## config.mk

```make
export PLATFORM = sky130hd
export DESIGN_NAME = instr_fetch_unit_flat
export DESIGN_NICKNAME = d
export VERILOG_FILES = /design/src/rtl/rv_pkg.sv /design/src/rtl/instr_fetch_unit_if.sv /design/src/rtl/instr_fetch_unit_fetch_fifo.sv /design/src/rtl/instr_fetch_unit.sv /design/src/flat_wrapper.sv
export SDC_FILE = /design/constraint.sdc
export NUM_CORES = 1
export LEC_CHECK = 0
export ABC_AREA = 0
export CORE_ASPECT_RATIO = 0.75
export CORE_MARGIN = 5
export CORE_UTILIZATION = 50
export DETAILED_ROUTE_END_ITERATION = 16
export PLACE_DENSITY = 0.78
export SYNTH_ARGS = -nofsm -noshare
export SYNTH_HDL_FRONTEND = slang
export SYNTH_SLANG_ARGS = --single-unit
```

## constraint.sdc

```tcl
create_clock -name clk -period 5.4 [get_ports clk]
set_input_delay 1.08 -clock clk [delete_from_list [all_inputs] [get_ports clk]]
set_output_delay 1.08 -clock clk [all_outputs]
set_load 0.01 [all_outputs]
```

## src/rtl/rv_pkg.sv

```systemverilog
// -----------------------------------------------------------------------------
// rv_pkg
// Shared constants and types for the instruction fetch slice.
//   RESET_PC_DEFAULT : default fetch address after reset
//   ILEN             : instruction / address width
//   OP_*, F3_*, F7B5 : bit positions of the decode fields inside a word
//   fetch_entry_t    : one buffered fetch, {pc, instr}, 64 bits packed
//   wordAlign()      : clears the two byte-offset bits of an address
// -----------------------------------------------------------------------------
package rv_pkg;

    localparam logic [31:0] RESET_PC_DEFAULT = 32'h0000_0000;
    localparam int          ILEN             = 32;

    localparam int OP_LSB   = 0;
    localparam int OP_MSB   = 6;
    localparam int F3_LSB   = 12;
    localparam int F3_MSB   = 14;
    localparam int F7B5_BIT = 30;

    typedef struct packed {
        logic [ILEN-1:0] pc;
        logic [ILEN-1:0] instr;
    } fetch_entry_t;

    // Redirect targets may carry garbage in the byte-offset bits; fetch is
    // always word aligned, so those bits are forced to zero.
    function automatic logic [ILEN-1:0] wordAlign(input logic [ILEN-1:0] addr);
        return addr & ~ILEN'(3);
    endfunction

endpackage

```

## src/rtl/instr_fetch_unit_if.sv

```systemverilog
// -----------------------------------------------------------------------------
// instr_fetch_unit_if
// Bundles every handshake/bus signal of the fetch unit.
//   imem request : imem_req_valid, imem_req_ready, imem_addr
//   imem response: imem_rsp_valid, imem_rsp_data (in order, no back-pressure)
//   decode side  : instr_valid, instr_ready, instr, op, funct3, funct7b5,
//                  instr_pc, instr_pcplus4
//   redirect     : redirect_valid, redirect_target
// master = the fetch unit, slave = memory/decode/execute side.
// -----------------------------------------------------------------------------
interface instr_fetch_unit_if;
    import rv_pkg::*;

    logic            imem_req_valid;
    logic            imem_req_ready;
    logic [ILEN-1:0] imem_addr;
    logic            imem_rsp_valid;
    logic [ILEN-1:0] imem_rsp_data;
    logic            instr_valid;
    logic            instr_ready;
    logic [ILEN-1:0] instr;
    logic [6:0]      op;
    logic [2:0]      funct3;
    logic            funct7b5;
    logic [ILEN-1:0] instr_pc;
    logic [ILEN-1:0] instr_pcplus4;
    logic            redirect_valid;
    logic [ILEN-1:0] redirect_target;

    modport master (
        output imem_req_valid, imem_addr,
        input  imem_req_ready, imem_rsp_valid, imem_rsp_data,
        output instr_valid, instr, op, funct3, funct7b5, instr_pc, instr_pcplus4,
        input  instr_ready, redirect_valid, redirect_target
    );

    modport slave (
        input  imem_req_valid, imem_addr,
        output imem_req_ready, imem_rsp_valid, imem_rsp_data,
        input  instr_valid, instr, op, funct3, funct7b5, instr_pc, instr_pcplus4,
        output instr_ready, redirect_valid, redirect_target
    );

endinterface

```

## src/rtl/instr_fetch_unit_fetch_fifo.sv

```systemverilog
// -----------------------------------------------------------------------------
// fetch_fifo
// Small synchronous FIFO holding fetched {pc, instr} entries.
//   clk, reset     : clock, synchronous active-high reset
//   push_i/data_i  : write one entry
//   pop_i          : drop the head entry
//   flush_i        : empty the FIFO, overriding any push/pop that cycle
//   head_o         : registered head entry (last contents when empty, never X)
//   count_o        : number of valid entries
// -----------------------------------------------------------------------------
module fetch_fifo #(
    parameter int DEPTH = 2,
    parameter int WIDTH = 64
) (
    input  logic                         clk,
    input  logic                         reset,
    input  logic                         push_i,
    input  logic [WIDTH-1:0]             data_i,
    input  logic                         pop_i,
    input  logic                         flush_i,
    output logic [WIDTH-1:0]             head_o,
    output logic [$clog2(DEPTH+1)-1:0]   count_o
);

    localparam int CW = $clog2(DEPTH+1);
    localparam int PW = $clog2(DEPTH);

    logic [WIDTH-1:0] mem_q [DEPTH];
    logic [PW-1:0]    wrPtr_q;
    logic [PW-1:0]    rdPtr_q;
    logic [CW-1:0]    count_q;
    logic             doPush;
    logic             doPop;

    // A push into a full FIFO is only legal when the head leaves in the
    // same cycle; the caller's credit scheme normally keeps it from happening.
    assign doPop  = pop_i && (count_q != '0);
    assign doPush = push_i && ((count_q != CW'(DEPTH)) || doPop);

    // Storage is cleared on reset so the head never reads as X; pointers
    // wrap naturally because DEPTH is a power of two.
    always_ff @(posedge clk) begin
        if (reset) begin
            wrPtr_q <= '0;
            rdPtr_q <= '0;
            count_q <= '0;
            for (int i = 0; i < DEPTH; i++) begin
                mem_q[i] <= '0;
            end
        end else if (flush_i) begin
            wrPtr_q <= '0;
            rdPtr_q <= '0;
            count_q <= '0;
        end else begin
            if (doPush) begin
                mem_q[wrPtr_q] <= data_i;
                wrPtr_q        <= wrPtr_q + PW'(1);
            end
            if (doPop) begin
                rdPtr_q <= rdPtr_q + PW'(1);
            end
            count_q <= count_q + CW'(doPush) - CW'(doPop);
        end
    end

    assign head_o  = mem_q[rdPtr_q];
    assign count_o = count_q;

endmodule

```

## src/rtl/instr_fetch_unit.sv

```systemverilog
// -----------------------------------------------------------------------------
// instr_fetch_unit
// Fetch stage: holds the PC, issues word requests to instruction memory,
// buffers in-order responses and presents them to decode.
//   clk, reset : clock, synchronous active-high reset
//   bus        : instr_fetch_unit_if.master (imem request/response, decode
//                handshake with decoded fields, redirect from execute)
// Parameters: DEPTH (FIFO entries and credit cap), RESET_PC.
// -----------------------------------------------------------------------------
module instr_fetch_unit
    import rv_pkg::*;
#(
    parameter int          DEPTH    = 2,
    parameter logic [31:0] RESET_PC = RESET_PC_DEFAULT
) (
    input  logic               clk,
    input  logic               reset,
    instr_fetch_unit_if.master bus
);

    localparam int CW = $clog2(DEPTH+1);
    localparam int SW = CW + 2;

    logic [ILEN-1:0]   pcFetch_q, pcFetch_d;
    logic [ILEN-1:0]   rspPc_q, rspPc_d;
    logic [CW-1:0]     outstanding_q, outstanding_d;
    logic [CW-1:0]     dropCnt_q, dropCnt_d;
    logic [CW-1:0]     fifoCount;
    logic              creditOk;
    logic              reqFire;
    logic              liveRsp;
    logic              dropRsp;
    logic              fifoPop;
    logic [ILEN-1:0]   redirectPc;
    fetch_entry_t      pushEntry;
    fetch_entry_t      headEntry;
    logic [2*ILEN-1:0] headBits;

    // Every request in flight (live or doomed) and every buffered entry holds
    // a credit, so a live response always finds a free FIFO slot.
    assign creditOk = (SW'(outstanding_q) + SW'(fifoCount) + SW'(dropCnt_q)) < SW'(DEPTH);

    assign bus.imem_req_valid = !reset && !bus.redirect_valid && creditOk;
    assign bus.imem_addr      = pcFetch_q;

    assign reqFire    = bus.imem_req_valid && bus.imem_req_ready;
    assign dropRsp    = bus.imem_rsp_valid && (dropCnt_q != '0);
    assign liveRsp    = bus.imem_rsp_valid && (dropCnt_q == '0);
    assign fifoPop    = bus.instr_valid && bus.instr_ready;
    assign redirectPc = wordAlign(bus.redirect_target);

    // Requests are sequential between redirects, so the PC of the next live
    // response is simply tracked instead of queued: it restarts at the
    // redirect target (or RESET_PC) and steps by 4 per live response.
    // On a redirect every in-flight request becomes one to drop; a response
    // arriving in that same cycle is the oldest one and is discounted.
    always_comb begin
        pcFetch_d     = pcFetch_q;
        rspPc_d       = rspPc_q;
        outstanding_d = outstanding_q;
        dropCnt_d     = dropCnt_q;
        if (bus.redirect_valid) begin
            pcFetch_d     = redirectPc;
            rspPc_d       = redirectPc;
            outstanding_d = '0;
            dropCnt_d     = dropCnt_q + outstanding_q - CW'(bus.imem_rsp_valid);
        end else begin
            if (reqFire) begin
                pcFetch_d = pcFetch_q + ILEN'(4);
            end
            if (liveRsp) begin
                rspPc_d = rspPc_q + ILEN'(4);
            end
            outstanding_d = outstanding_q + CW'(reqFire) - CW'(liveRsp);
            if (dropRsp) begin
                dropCnt_d = dropCnt_q - CW'(1);
            end
        end
    end

    // Fetch pointer and credit counters.
    always_ff @(posedge clk) begin
        if (reset) begin
            pcFetch_q     <= RESET_PC;
            rspPc_q       <= RESET_PC;
            outstanding_q <= '0;
            dropCnt_q     <= '0;
        end else begin
            pcFetch_q     <= pcFetch_d;
            rspPc_q       <= rspPc_d;
            outstanding_q <= outstanding_d;
            dropCnt_q     <= dropCnt_d;
        end
    end

    assign pushEntry = '{pc: rspPc_q, instr: bus.imem_rsp_data};

    fetch_fifo #(
        .DEPTH (DEPTH),
        .WIDTH (2*ILEN)
    ) u_fetch_fifo (
        .clk     (clk),
        .reset   (reset),
        .push_i  (liveRsp),
        .data_i  (pushEntry),
        .pop_i   (fifoPop),
        .flush_i (bus.redirect_valid),
        .head_o  (headBits),
        .count_o (fifoCount)
    );

    assign headEntry         = fetch_entry_t'(headBits);
    assign bus.instr_valid   = (fifoCount != '0);
    assign bus.instr         = headEntry.instr;
    assign bus.op            = headEntry.instr[OP_MSB:OP_LSB];
    assign bus.funct3        = headEntry.instr[F3_MSB:F3_LSB];
    assign bus.funct7b5      = headEntry.instr[F7B5_BIT];
    assign bus.instr_pc      = headEntry.pc;
    assign bus.instr_pcplus4 = headEntry.pc + ILEN'(4);

endmodule

```

## src/flat_wrapper.sv

```systemverilog
// flat-port wrapper written by rule: the top's interface ports become plain ports
module instr_fetch_unit_flat import rv_pkg::*;
#(
    parameter int          DEPTH    = 2,
    parameter logic [31:0] RESET_PC = RESET_PC_DEFAULT
)
  (clk, reset, bus_imem_req_valid, bus_imem_addr, bus_imem_req_ready, bus_imem_rsp_valid, bus_imem_rsp_data, bus_instr_valid, bus_instr, bus_op, bus_funct3, bus_funct7b5, bus_instr_pc, bus_instr_pcplus4, bus_instr_ready, bus_redirect_valid, bus_redirect_target);
  instr_fetch_unit_if bus_i ();
  input  logic clk;
  input  logic reset;
  output wire logic [$bits(bus_i.imem_req_valid)-1:0] bus_imem_req_valid;
  output wire logic [$bits(bus_i.imem_addr)-1:0] bus_imem_addr;
  input wire logic [$bits(bus_i.imem_req_ready)-1:0] bus_imem_req_ready;
  input wire logic [$bits(bus_i.imem_rsp_valid)-1:0] bus_imem_rsp_valid;
  input wire logic [$bits(bus_i.imem_rsp_data)-1:0] bus_imem_rsp_data;
  output wire logic [$bits(bus_i.instr_valid)-1:0] bus_instr_valid;
  output wire logic [$bits(bus_i.instr)-1:0] bus_instr;
  output wire logic [$bits(bus_i.op)-1:0] bus_op;
  output wire logic [$bits(bus_i.funct3)-1:0] bus_funct3;
  output wire logic [$bits(bus_i.funct7b5)-1:0] bus_funct7b5;
  output wire logic [$bits(bus_i.instr_pc)-1:0] bus_instr_pc;
  output wire logic [$bits(bus_i.instr_pcplus4)-1:0] bus_instr_pcplus4;
  input wire logic [$bits(bus_i.instr_ready)-1:0] bus_instr_ready;
  input wire logic [$bits(bus_i.redirect_valid)-1:0] bus_redirect_valid;
  input wire logic [$bits(bus_i.redirect_target)-1:0] bus_redirect_target;
  assign bus_imem_req_valid = bus_i.imem_req_valid;
  assign bus_imem_addr = bus_i.imem_addr;
  assign bus_i.imem_req_ready = bus_imem_req_ready;
  assign bus_i.imem_rsp_valid = bus_imem_rsp_valid;
  assign bus_i.imem_rsp_data = bus_imem_rsp_data;
  assign bus_instr_valid = bus_i.instr_valid;
  assign bus_instr = bus_i.instr;
  assign bus_op = bus_i.op;
  assign bus_funct3 = bus_i.funct3;
  assign bus_funct7b5 = bus_i.funct7b5;
  assign bus_instr_pc = bus_i.instr_pc;
  assign bus_instr_pcplus4 = bus_i.instr_pcplus4;
  assign bus_i.instr_ready = bus_instr_ready;
  assign bus_i.redirect_valid = bus_redirect_valid;
  assign bus_i.redirect_target = bus_redirect_target;
  instr_fetch_unit #(.DEPTH(DEPTH), .RESET_PC(RESET_PC)) u_core (.clk(clk), .reset(reset), .bus(bus_i));
endmodule
```

# --- After elaboration in Yosys (flattened, before gate mapping) ---
# Memory sizes are Yosys's and may differ from the RTL's. A register that Yosys moved wholly into a read port is not among the register bits.
# Cells that the tools add are included.
totals:
  inputBits: 70
  ram_bits: 128
  ff_bits: 72
  n_memories: 1
  wordCells: 62
  out_inout_bits: 141
classes:
  add_sub_neg: 14
  n_eq_ne: 1
  n_reduce_logical: 19
  n_lt_le_gt_ge: 1
  n_mux: 17
mem_list:
  columns: ["name", "words", "width", "rd", "rd_ports_with_merged_regs", "write_ports", "line_no", "rtl"]
  rows:
  - ["u_core.u_fetch_fifo.mem_q", 2, 64, 1, 1, 2, "instr_fetch_unit_fetch_fifo.sv:28", "logic [WIDTH-1:0] mem_q [DEPTH];"]
op_table:
  columns: ["op", "n"]
  rows:
  - ["$mux W32", 4]
  - ["$add A32 B3 Y32 const B", 3]
  - ["$mux W64", 1]
  - ["$reduce_or A64 Y1", 1]
  - ["$mux W1", 10]
  - ["$reduce_bool A2 Y1", 5]
  - ["$logic_and A1 B1 Y1", 8]
  - ["$sub A2 B1 Y2", 3]
  - ["$add A2 B1 Y2", 2]
  - ["$add A4 B2 Y4", 1]
  - ["$lt A4 B2 Y1 const B", 1]
  - ["$mux W2", 2]
  - ["$add A2 B2 Y3", 1]
  - ["$add A1 B1 Y1 const B", 2]
  - ["$add A2 B2 Y2", 1]
  - ["$logic_not A1 Y1", 2]
  - ["$logic_not A2 Y1", 1]
  - ["$ne A2 B2 Y1 const B", 1]
  - ["$reduce_or A2 Y1", 1]
  - ["$sub A2 B1 Y2 const B", 1]
  - ["$logic_or A1 B1 Y1", 1]

# --- Depth between registers and ports, before layout ---
# Gate-level depths: netlist of run 1.
logic_depth:
  depth_word: 11
  depth_mapped: 13
  ltp_nobuf: 12

# --- Cells and area by module ---
# From an unflattened synthesis of run 1, not the netlist that was laid out.
hier_totals:
  hier_cells: 928
  hier_area_um2: 10214.8
modules_own_cells:
  columns: ["mod", "cells_per_inst", "instances", "area_per_inst_um2", "seq_area_each_um2"]
  rows:
  - ["fetch_fifo", 366, 1, 5828.1, 3943.8]
  - ["instr_fetch_unit", 562, 1, 4386.7, 1281.2]

# --- Least setup slack after synthesis of run 1 ---
# Ideal clock, no wire load.
synth_path:
  kind: "reg-to-output"
  start: "register with a tool-made name"
  end: "output bus_instr_pcplus4[26]"
  path_buffers: 5
  path_slack_ns: 1.503
  stages_incl_launch_ff: 14
  arrival_time_ns: 2.817
  required_time_ns: 4.320
  cell_sequence: "dfxtp_1 -> buf_2 -> buf_2 -> buf_2 -> buf_2 -> buf_2 -> mux2i_1 -> inv_1 -> ha_1 -> nand4b_1 -> a21oi_2 -> nand4_2 -> a211oi_2 -> xnor2_1"
synth_lines:
  columns: ["element", "line_no", "rtl"]
  rows:
  - ["end, declared", "flat_wrapper.sv:22", "output wire logic [$bits(bus_i.instr_pcplus4)-1:0] bus_instr_pcplus4;"]

==> impl_metrics.yaml, run 1 <==
grt:
  track_usage_pct: 20.9
  grt_max_degree: 63
  antenna_found_initial: 0
  grt_overflow: 0
  grt_pass1_vias: 7371
  grt_pass1_wl_um: 39200
placement:
  place_ws_ns: 1.18
  dp_hpwl_um: 17300
  gp_congestion: 0.925
  port_buffers: 202
detailed_routing:
  first_iter_violations: 558
  viasPerCell: 5.50
  wl_per_cell_um: 17.8
  drc: 0
  via_count: 7624
  wirelength_um: 24600
  ant_nets: 0
  first_pass_iters: 5
pwr:
  power.clock.fraction_pct: 35.7
  p_sw_share_pct: 26.1
  peakVddDrop_v: 0.000219
  leakage_nw: 4.73
  switchingPower_w: 0.000952
  intPower_w: 0.00269
  power_density_nw_per_um2: 282
  seq_power_share_pct: 47.9
  combPwrFrac_pct: 16.4
outcome:
  status: "completed"
cts:
  worstSkewPairLatency_ns: 0.43
  clock_sinks: 193
  cts_resized: 0
  cts_made_buffers: 17
  clkTransAtPathRegs_ns: 0.07
  cts_tree: "built"
  htree_levels: 4
  cts_setup_buffers: 0
  clk_path_buf_depth: 2
  cts_root_buf: "clkbuf_16"
  cts-hold-fix-buffers: 0
sta:
  hold_viol_final: 0
  finalSetupViolCount: 0
  rsz0062_at_grt: "false"
  layout_min_cycle_time_ns: 4.69
  slew_headroom_pct: 50.7
  fmax_ghz: 0.213
  worst_pin_slew_ns: 0.735
  post-route-period-util_pct: 86.9
  layout_setup_ws_ns: 0.708
  maxSlewViolCount: 0
  fin_skew_ns: 0.0104
  finalSetupTns_ns: 0
die:
  die_x_um: 175
  dieArea_um2: 23300
  die_y_um: 134
  num_io_pins: 211
  rows: 45
  start_util_pct: 50.5
  core_area_um2: 20200
critical_path:
  r2r_slack_ns: 1.97
  critPathKind: "reg2out"
  r2r-end: "u_core.outstanding_q[1]"
  crit_family: "flip-flops"
  cp-start-kind: "register"
  cp-end-kind: "output pin"
  cp_num_buf_inv: 2
  timing.rr.start: "u_core.u_fetch_fifo.count_o[0]"
  max_stage_delay_ns: 0.79
  r2r_cells: 12
  worstPathRequired_ns: 4.32
  crit_fanout: 51
  cpMaxStageDelayCell: "dfxtp_4"
  crit_arrival_ns: 3.61
  path_cells: "mux2i_1 -> inv_1 -> ha_1 -> nand4_1 -> a21oi_2 -> nand4_2 -> a211oi_2 -> xnor2_1 -> clkdlybuf4s50_1"
synth:
  yosysTopAreaCell: "edfxtp_1"
  synthTopCellsByArea: "edfxtp_1 37%, dfxtp_1 14%, and2_1 8.0%, mux2_2 5.8%, xnor2_1 4.2%"
  ys_seq_area_share_pct: 50.1
  syn_inst: 942
  ys.warnings.count: 0
  synth_common_cells: "130 x and2_1, 124 x edfxtp_1, 69 x dfxtp_1"
  synth.most_common_cell: "and2_1"
  synth_edf_count: 124
  synth_cell_types: 67
  synth-seq-cells: 193
  synth_top_area_share_pct: 36.6
  syn_area_um2: 10200
  synth_flop_cell: "edfxtp_1"
  synth_async_sr_flop_share_pct: 0
  syn_avg_cell_area_um2: 10.8
min_path:
  hold_class: "reg2reg"
  hold_path_depth: 2
  hold-path-endpoint: "u_core.bus.imem_addr[31]"
  min_from: "u_core.bus.imem_addr[31]"
finish:
  drive_gt1_share_pct: 11.0
  antenna_cells: 0
  areaGrowthSynthToFinish_pct: 26.8
  nets: 1199
job:
  cap_violations: 0
## power groups by stage
stage / sequential (W) / combinational [W] / clock, W
6_report: 0.00174 / 0.000597 / 0.00130
3_5_place_dp: 0.00178 / 0.000598 / 0
2_1_floorplan: 0.00176 / 0.000328 / 0
4_1_cts: 0.00174 / 0.000604 / 0.00132
5_1_grt: 0.00176 / 0.000649 / 0.00138
3_3_place_gp: 0.00177 / 0.000589 / 0
## layout make-up
| class | count | area, µm² |
|---|---|---|
| clock inverters | 12 | 139 |
| multi-input cells | 642 | 4580 |
| fillers | 1623 | 7240 |
| clock buffers | 20 | 478 |
| repair buffers | 213 | 2110 |
| well taps | 258 | 323 |
| inverters | 48 | 180 |
| flip-flops and latches | 193 | 5110 |
## placed cells by master, fill, tap and decap left out, drive strengths merged, types with 30 or more instances in the layout
cell	n
xnor2	49
a21oi	37
clkdlybuf4s50	200
edfxtp	124
nand2	43
a21boi	30
dfxtp	69
and2	131
nand3	35
mux2	52
nand4	33
inv	52
## metrics by stage
| step | utilization (%) | instance area, µm² | hold slack, ns | std cells | power (W) |
|---|---|---|---|---|---|
| 3_3_place_gp | 61.0 | 12300 | 0.481 | 1354 | 0.00236 |
| 6_report | 64.1 | 12900 | 0.493 | 1386 | 0.00364 |
| 2_1_floorplan | - | 10200 | 0.487 | 947 | 0.00208 |
| 5_1_grt | 64.1 | 12900 | 0.534 | 1386 | 0.00379 |
| 4_1_cts | 64.1 | 12900 | 0.494 | 1386 | 0.00367 |
| 3_5_place_dp | 61.0 | 12300 | 0.483 | 1354 | 0.00238 |
## routing by layer
metal / vias to the layer above / global-route usage, % / wire length [µm]
li1: 3697 / - / -
met1: 3654 / 28.5 / 11200
met2: 248 / 34.6 / 11700
met3: 25 / 4.43 / 1430
met4: 0 / 4.62 / 291
met5: - / 0 / 0
## worst reg2reg max path: stages, from the launching register on
cell,delay [ns]
dfxtp_1,0.35
ha_1,0.22
fa_1,0.51
inv_1,0.06
fa_1,0.41
nor2b_1,0.15
a31o_2,0.31
nand2_1,0.28
clkinv_1,0.35
ha_1,0.31
xor2_1,0.16
xnor2_1,0.13
nor3_1,0.06
## logic make-up (layout without fill, tap and decap cells)
family / count (synthesis) / after routing / share of synthesized area [%]
AOI/OAI and AO/OA: 126 / 126 / 8.76
DFF: 193 / 193 / 50.1
buffers and inverters: 112 / 293 / 5.09
muxes: 63 / 63 / 6.83
other: 1 / 6 / 0.0368
xor gates and xnor gates: 75 / 75 / 6.45
and+or+nand+nor: 358 / 358 / 20.8
adders and majority gates: 14 / 14 / 1.87
## how the worst max path moves through the flow
stage          startpoint                    end  slack (ns)  cells after the start
3_3_place_gp     register  bus_instr_pcplus4[26]        1.21                      9
4_1_cts          register  bus_instr_pcplus4[26]        0.70                      9
2_1_floorplan    register  bus_instr_pcplus4[26]        1.50                     13
3_5_place_dp     register  bus_instr_pcplus4[26]        1.18                      9
5_1_grt          register  bus_instr_pcplus4[26]        0.50                      9
6_report         register  bus_instr_pcplus4[26]        0.71                      9
## state kept, by name, indices dropped and copies added, names as in the netlist, named ones only
signal	cells
u_core.rspPc_q	30
u_core.bus.imem_addr	30
u_core.dropCnt_q	2
u_core.u_fetch_fifo.count_o	2
u_core.u_fetch_fifo.wrPtr_q	1
u_core.outstanding_q	2
u_core.u_fetch_fifo.mem_q	124
u_core.u_fetch_fifo.rdPtr_q	1
Power figures use the tool's default switching activity.
==> run 2, diff against run 1 <==
- PLACE_DENSITY: 0.78 -> unset
- PLACE_DENSITY_LB_ADDON: unset -> 0.05
==> run 2 against run 1 <==
Register-to-register slack gained 0.04 ns. Sequential share of layout area grew 0.11 points. Clock skew is essentially flat. Worst setup slack gained 0.032 ns. Design area shrank 0.28%. Clock power shrank 6%. Die area is the same. Global-route usage shrank 0.94 points. Core utilization shrank 0.18 points.
==> impl_metrics.yaml, run 2 (synthesized netlist as in run 1, its figures left out) <==
grt:
  track_usage_pct: 20.0
  grt_pass1_wl_um: 37700
  grt_max_degree: 63
  grt_overflow: 0
  grt_pass1_vias: 7083
  antenna_found_initial: 0
finish:
  layout_commonest_cell: "clkdlybuf4s50_1"
  antenna_cells: 0
  nets: 1199
  layout_common_cells: "200 x clkdlybuf4s50_1, 130 x and2_1, 124 x edfxtp_1"
  drive_gt1_share_pct: 11.0
  largest_register_ffs: 124
  areaGrowthSynthToFinish_pct: 26.5
  largest_register: "u_core.u_fetch_fifo.mem_q"
  final_util_pct: 63.9
pwr:
  leakage_nw: 4.71
  p_sw_share_pct: 27.1
  intPower_w: 0.00260
  power.clock.fraction_pct: 34.3
  power_density_nw_per_um2: 277
  peakVddDrop_v: 0.000187
  seq_power_share_pct: 48.9
  combPwrFrac_pct: 16.7
  switchingPower_w: 0.000965
sta:
  finalSetupTns_ns: 0
  post-route-period-util_pct: 86.3
  hold_viol_final: 0
  slew_headroom_pct: 55.3
  fmax_ghz: 0.215
  maxSlewViolCount: 0
  fin_skew_ns: 0.0108
  worst_pin_slew_ns: 0.671
  finalSetupViolCount: 0
  layout_min_cycle_time_ns: 4.66
  rsz0062_at_grt: "false"
cts:
  clock_sinks: 193
  clk_path_buf_depth: 2
  cts_made_buffers: 17
  cts_setup_buffers: 0
  cts_resized: 0
  clkTransAtPathRegs_ns: 0.08
  worstSkewPairLatency_ns: 0.44
  htree_levels: 4
  cts_tree: "built"
  cts_root_buf: "clkbuf_16"
  cts-hold-fix-buffers: 0
detailed_routing:
  m1WireLength_um: 11900
  first_iter_violations: 466
  met2WireLength_um: 10500
  wirelength_um: 23700
  ant_nets: 0
  first_pass_iters: 5
  top_layer: "met4"
  wl_met3_um: 1120
  wl_per_cell_um: 17.1
  viasPerCell: 5.34
  via_count: 7402
  drc: 0
min_path:
  hold_class: "reg2reg"
outcome:
  status: "completed"
die:
  rows: 45
  core_area_um2: 20200
  num_io_pins: 211
  start_util_pct: 50.5
  die_y_um: 134
  dieArea_um2: 23300
  die_x_um: 175
critical_path:
  cpMaxStageDelayCell: "dfxtp_4"
  critPathKind: "reg2out"
  crit_arrival_ns: 3.58
  crit_fanout: 51
  cp-end-kind: "output pin"
  path_cells: "buf_4 -> mux2i_1 -> a21oi_4 -> nand4_2 -> nor4_2 -> xor2_1 -> clkdlybuf4s50_1"
  worstPathRequired_ns: 4.32
  cp-start-kind: "register"
  max_stage_delay_ns: 0.76
placement:
  dp_hpwl_um: 16900
  gp_congestion: 0.800
  port_buffers: 202
job:
  cap_violations: 0
run 2: cell count changes in the layout (fill, tap and decap cells not counted), sizes merged:
cell      change
clkbuf        -3
clkinvlp      +1
inv           +3
bufinv        -1
run 2: stage by stage:
step | cell area [µm²] | hold WS, ns | worst slack, ns | power [W] | cells
CTS | 12900 | 0.504 | 0.689 | 0.00359 | 1386
global placement | 12300 | 0.485 | 1.20 | 0.00237 | 1354
detailed placement | 12300 | 0.493 | 1.17 | 0.00238 | 1354
global route | 12900 | 0.539 | 0.449 | 0.00371 | 1386
floorplan | 10200 | 0.487 | 1.50 | 0.00208 | 947
finish | 12900 | 0.495 | 0.740 | 0.00356 | 1386
run 2: path summary, 6_finish.rpt:
| path | startpoint | end | slack, ns | cells after the start |
|---|---|---|---|---|
| worst max-delay path | register | bus_instr_pcplus4[31] | 0.74 | 7 |
| worst min-delay path | u_core.bus.imem_addr[31] | u_core.bus.imem_addr[31] | 0.50 | 2 |
| worst max register to register | u_core.u_fetch_fifo.count_o[0] | u_core.outstanding_q[1] | 2.01 | 12 |
| worst min register to register | u_core.bus.imem_addr[31] | u_core.bus.imem_addr[31] | 0.50 | 2 |
run 2: cell type report:
type | instances | area [µm²]
multi-input cells | 642 | 4580
repair buffers | 213 | 2120
well taps | 258 | 323
fillers | 1678 | 7280
clock buffers | 17 | 425
inverters | 48 | 180
flip-flops and latches | 193 | 5110
clock inverters | 15 | 143
run 2: power by group through the flow:
| stage | sequential, W | clock, W | combinational [W] |
|---|---|---|---|
| 2_1_floorplan | 0.00176 | 0 | 0.000328 |
| 3_3_place_gp | 0.00177 | 0 | 0.000597 |
| 3_5_place_dp | 0.00178 | 0 | 0.000600 |
| 4_1_cts | 0.00174 | 0.00124 | 0.000604 |
| 5_1_grt | 0.00176 | 0.00130 | 0.000649 |
| 6_report | 0.00174 | 0.00122 | 0.000597 |
run 2: metal layers:
metal	vias up	global-route usage [%]
li1	3703	-
met4	0	4.49
met5	-	0
met2	163	30.4
met3	18	4.40
met1	3518	29.3
run 2: worst max-delay path: cells and delay by family (launching register included):
family | cells | cell delay (ns)
buffers and inverters | 2 | 1.06
multiplexers | 1 | 0.21
XOR/XNOR | 1 | 0.17
AO/OA/AOI/OAI | 1 | 0.31
AND/OR/NAND/NOR | 2 | 0.58
flip-flops | 1 | 0.76
==> run 3, diff against run 2 <==
- CTS_CLUSTER_DIAMETER: unset -> 40
==> results of run 3 <==
The final DEF is identical to that of run 2; final timing and power are the same.
